==> src/rtl/mux_4to1_rr.sv <==
// Four-channel valid/ready merge into a one-deep registered output, with a
// round-robin arbiter; defining MUX_FIXED_PRIO_EN selects fixed priority ch0 > ch3.
module mux_4to1_rr #(
    parameter int width = 8,
    parameter int snum  = 2
) (
    input  logic             clk,
    input  logic             rst,
    input  logic [width-1:0] i0,
    input  logic [width-1:0] i1,
    input  logic [width-1:0] i2,
    input  logic [width-1:0] i3,
    input  logic             v0,
    input  logic             v1,
    input  logic             v2,
    input  logic             v3,
    output logic             r0,
    output logic             r1,
    output logic             r2,
    output logic             r3,
    output logic [width-1:0] o,
    output logic [snum-1:0]  o_sel,
    output logic             o_valid,
    input  logic             o_ready
);

    // Handshakes: a word moves on any edge where valid and ready are both high;
    // valid never waits on ready, and a holder keeps its data stable until it moves.
    logic [3:0]       v;
    logic [3:0]       r;
    logic [width-1:0] din [4];
    logic             load;
    logic             grant;
    logic [snum-1:0]  g;
    logic [snum-1:0]  start;

    assign v       = {v3, v2, v1, v0};
    assign din[0]  = i0;
    assign din[1]  = i1;
    assign din[2]  = i2;
    assign din[3]  = i3;
    assign load    = ~o_valid | o_ready;

`ifdef MUX_FIXED_PRIO_EN
    assign start = '0;
`else
    logic [snum-1:0] ptr;

    always_ff @(posedge clk or posedge rst) begin
        if (rst) begin
            ptr <= '0;
        end else if (load && grant) begin
            ptr <= g + snum'(1);
        end
    end

    assign start = ptr;
`endif

    // Scan channels starting at the search origin; the first valid one wins.
    always_comb begin
        logic [snum-1:0] idx;
        grant = 1'b0;
        g     = '0;
        idx   = '0;
        for (int k = 0; k < 4; k++) begin
            idx = start + snum'(k);
            if (!grant && v[idx]) begin
                grant = 1'b1;
                g     = idx;
            end
        end
    end

    assign r  = (load && grant && !rst) ? (4'b0001 << g) : 4'b0000;
    assign r0 = r[0];
    assign r1 = r[1];
    assign r2 = r[2];
    assign r3 = r[3];

    always_ff @(posedge clk or posedge rst) begin
        if (rst) begin
            o       <= '0;
            o_sel   <= '0;
            o_valid <= 1'b0;
        end else if (load) begin
            if (grant) begin
                o       <= din[g];
                o_sel   <= g;
                o_valid <= 1'b1;
            end else begin
                o_valid <= 1'b0;
            end
        end
    end

endmodule

==> config.mk <==
export PLATFORM = sky130hd
export DESIGN_NAME = mux_4to1_rr
export DESIGN_NICKNAME = d
export VERILOG_FILES = /design/src/rtl/mux_4to1_rr.sv
export SDC_FILE = /design/constraint.sdc
export NUM_CORES = 1
export LEC_CHECK = 0
export BUFFER_PORTS_ARGS = -buffer_cell sky130_fd_sc_hd__buf_2
export CORE_UTILIZATION = 30
export DETAILED_ROUTE_END_ITERATION = 10
export PLACE_DENSITY = 0.55
export SETUP_SLACK_MARGIN = 0.3
export SYNTH_ARGS = -nofsm -noshare
export SYNTH_HDL_FRONTEND = slang
export SYNTH_SLANG_ARGS = --single-unit
==> constraint.sdc <==
create_clock -name clk -period 1.7 [get_ports clk]
set_input_delay 0.085 -clock clk [delete_from_list [all_inputs] [get_ports clk]]
set_output_delay 0.085 -clock clk [all_outputs]
set_load 0.02 [all_outputs]
==> summary.md <==
| Metric | Value |
|---|---|
| RSZ-0062 raised after global routing | yes |
| Root Driver | clkbuf_4 |
| Pwr Total | about 2 mW |
| Sequential Area | 327 sq um |
| Area grow syn2layout | 72.2% |
| Clock sink count | 13 |
| Number of diodes | 0 |
| Vias | 1081 |
| Nets | between 200 and 250 |
| Combinational share of power | 0.649 |
| DR WL/cell | 13.6 um |
| Final setup vio count | 13 |
| Crit share post-route | 1.12 |
| Startpoint types | register |
| Commonest cells post-synth | a211oi_2, dfrtp_1, nand2_1, nor2_1, nor3_1 |
| Row count | 20 |
| Final Max Slew Viols | 0 |
| Port Buffers | 53 |
| Hold Vio Cnt, Final | 0 |
| Max Cap Viol | 0 |
| WL final | 3030 um |
| Synthesized area | 987 sq um |
| Core area | 0.00308 sq mm |
| Leak | ~0.78 nW |
| Post-Synthesis Cells | approximately 100 |
| Hpwl dp | 2140 um |
| Part of the power in registers | 0.244 |
| GRT overflow | 0 |
| Min-delay src | o_ready |
| Internal power | 1.17 mW |
| Worst r2r src | ptr[1]$_DFFE_PP0P_ |
| First-pass GRT wire length | 4510 um |
| Synth Area per Inst | 9.58 sq um |
| Power per Cell Area | 1180 mW/mm^2 |
| Starting DRT DRC Count | 34 |
| Worst vdd ir | 0.450 mV |
| Filler cell count | ~270 |
| Switching power | roughly 840 uW |
| Critical Path AT | roughly 1.8 ns |
| Worst-skew pair later-pin latency | around 0.30 ns |
| Syn_nets | 142 |
| Tmin final | around 1.9 ns |
| Routability Congestion | 0.876 |
| Largest net degree at the start of global routing | 14 |
| Post-synth top flop | dfrtp_1 |
| FF-to-FF End | o[3]$_DFFE_PP0P_ |
| Vias per Instance | 4.87 |
| Gr usage total | 0.174 |
| F_max | between 500 and 600 MHz |
| Initial core utilization | 0.321 |
| Layout cells sized above 1 | 0.624 |
| # IOs | 54 |
| Die area | 0.00352 sq mm |
| Ys Warns | 0 |
| Sw Share | 0.416 |
| H-tree depth | 1 |
| CP Class | register to primary output |
| Antenna-violating nets left | 0 |
| Worst hold path type | primary input to register |
| Setup TNS | -0.813 ns |
| Min-Delay Endpoint | o_valid$_DFFE_PP0P_ |
| Slew Limit Headroom | 0.577 |
| Final clock skew | 0.00965 ns |
| Bufs on Longest Clock Path | 2 |
| Seq/Total Area, Yosys | 0.330 |
| Initial antenna violation count | 0 |
| Nature of the critical path endpoint | primary output |
| Slew @ Worst Pin | 0.633 ns |
| DIE WIDTH | 59.4 um |
| Failing checks | setup timing |
| Cells taking the most area after synthesis | dfrtp_1, a211oi_2, mux2i_1, nor3_1, nand2_1 |
| Area leader, netlist | dfrtp_1 |
| Worst EP required | approximately 1.6 ns |
| Clk pwr share | 0.107 |
| Post-synth top area share | 0.330 |
| DRC Markers | 0 |
| Worst Path Max Fanout | 5 |
| Multi-input logic area | 711 sq um |
| Number of synthesized register bits | 13 |
| Min-Delay Path Depth | 4 |
| Synth unique cells | 25 |
| Path depth of the worst reg2reg path | 8 |
| PnR worst setup slack | -0.202 ns |
| DR pass1 iterations | 4 |
| Asr flop ratio synth | 1.00 |
| CTS tree | done |
| CTS clk-pin slew, worst paths | 0.09 ns |
| Status | finished, violations left |
| Vias in the first global route | approximately 1000 |
| Count leader, synth | a211oi_2 |
| Number of synthesized flops with an enable pin | 0 |
| Setup crit start | ptr[1]$_DFFE_PP0P_ |
| Reg2Reg Setup Slack | -0.05 ns |
| CTS buffer count | 3 |
| Die span in y | 59.4 um |
-- critical path: stages, from the launching register on --
cell and delay [ns]:
dfrtp_2 0.46, mux2i_1 0.14, or2_1 0.26, and3_4 0.21
nor4_4 0.27, buf_4 0.18
-- metal layers --
| metal | track usage | share of wire | vias up |
|---|---|---|---|
| met5 | 0 | 0 | - |
| met4 | 0.0918 | 0.024 | 0 |
| met3 | 0.0131 | 0.031 | 5 |
| met2 | 0.295 | 0.50 | 24 |
| met1 | 0.219 | 0.44 | 526 |
| li1 | - | - | 526 |
-- sequential cells by signal (all words and copies together), names as in the netlist --
| signal | cells |
|---|---|
| ptr | 2 |
| o | 8 |
| o_sel | 2 |
| o_valid | 1 |
-- stage by stage --
| stage | instance area, sq um | utilization | worst slack [ns] | cells | hold slack [ns] |
|---|---|---|---|---|---|
| 6_report | 1700 | 0.552 | -0.202 | 222 | 0.0367 |
| 5_1_grt | 1700 | 0.552 | -0.272 | 222 | 0.0377 |
| 4_1_cts | 1610 | 0.522 | -0.168 | 217 | 0.0519 |
| 3_5_place_dp | 1410 | 0.457 | 0.0754 | 203 | 0.259 |
| 3_3_place_gp | 1410 | 0.457 | 0.117 | 203 | 0.250 |
| 2_1_floorplan | 1060 | - | 0.204 | 103 | -0.0380 |
-- worst max path at each step --
stage          end  slack [ns]  cells past startpoint
2_1_floorplan   r3        0.20                      6
3_5_place_dp    r3        0.08                      6
5_1_grt         r2       -0.27                      5
6_report        r2       -0.20                      5
3_3_place_gp    r2        0.12                      6
4_1_cts         r2       -0.17                      5
-- final cells by class --
| type | instances | area share |
|---|---|---|
| well taps | 44 | 0.0324 |
| inverters | 3 | 0.00662 |
| flip-flops and latches | 13 | 0.192 |
| repair buffers | 76 | 0.336 |
| multi-input cells | 82 | 0.418 |
| clock buffers | 4 | 0.0155 |
-- logic make-up after synthesis --
family	after synthesis	share of synthesized area
xor gates and xnor gates	1	0.00887
buffers and inverters	8	0.0583
muxes	9	0.0913
AOI/OAI and AO/OA	27	0.280
DFF	13	0.330
and+or+nand+nor	45	0.232
-- what timing repair did --
| action | in CTS | in global routing |
|---|---|---|
| setup buffers | 8 | 4 |
| hold buffers | 1 | 0 |
| hold endpoints to repair | 13 | 0 |
| resized for setup | 20 | 6 |
| cloned | 1 | 1 |
| endpoints found under the setup margin | 14 | 14 |
| pin swaps | 15 | 6 |
-- power by group through the flow --
stage               clock network [mW]  registers (mW)  logic, mW
floorplan                            0           0.586      0.615
global placement                     0           0.489      0.950
detailed placement                   0           0.495      0.961
CTS                              0.211           0.488       1.19
global route                     0.238           0.505       1.38
finish                           0.216           0.491       1.30
-- layout by cell type, fill, tap and decap left out, types with 7 or more instances in the layout --
cell type	n
buf_2	49
a211oi_2	14
nand2_1	12
dfrtp_1	12
nor2_1	10
buf_4	10
buf_6	10
mux2i_1	8
nor3_1	7
(Power assumes the default switching activity.)
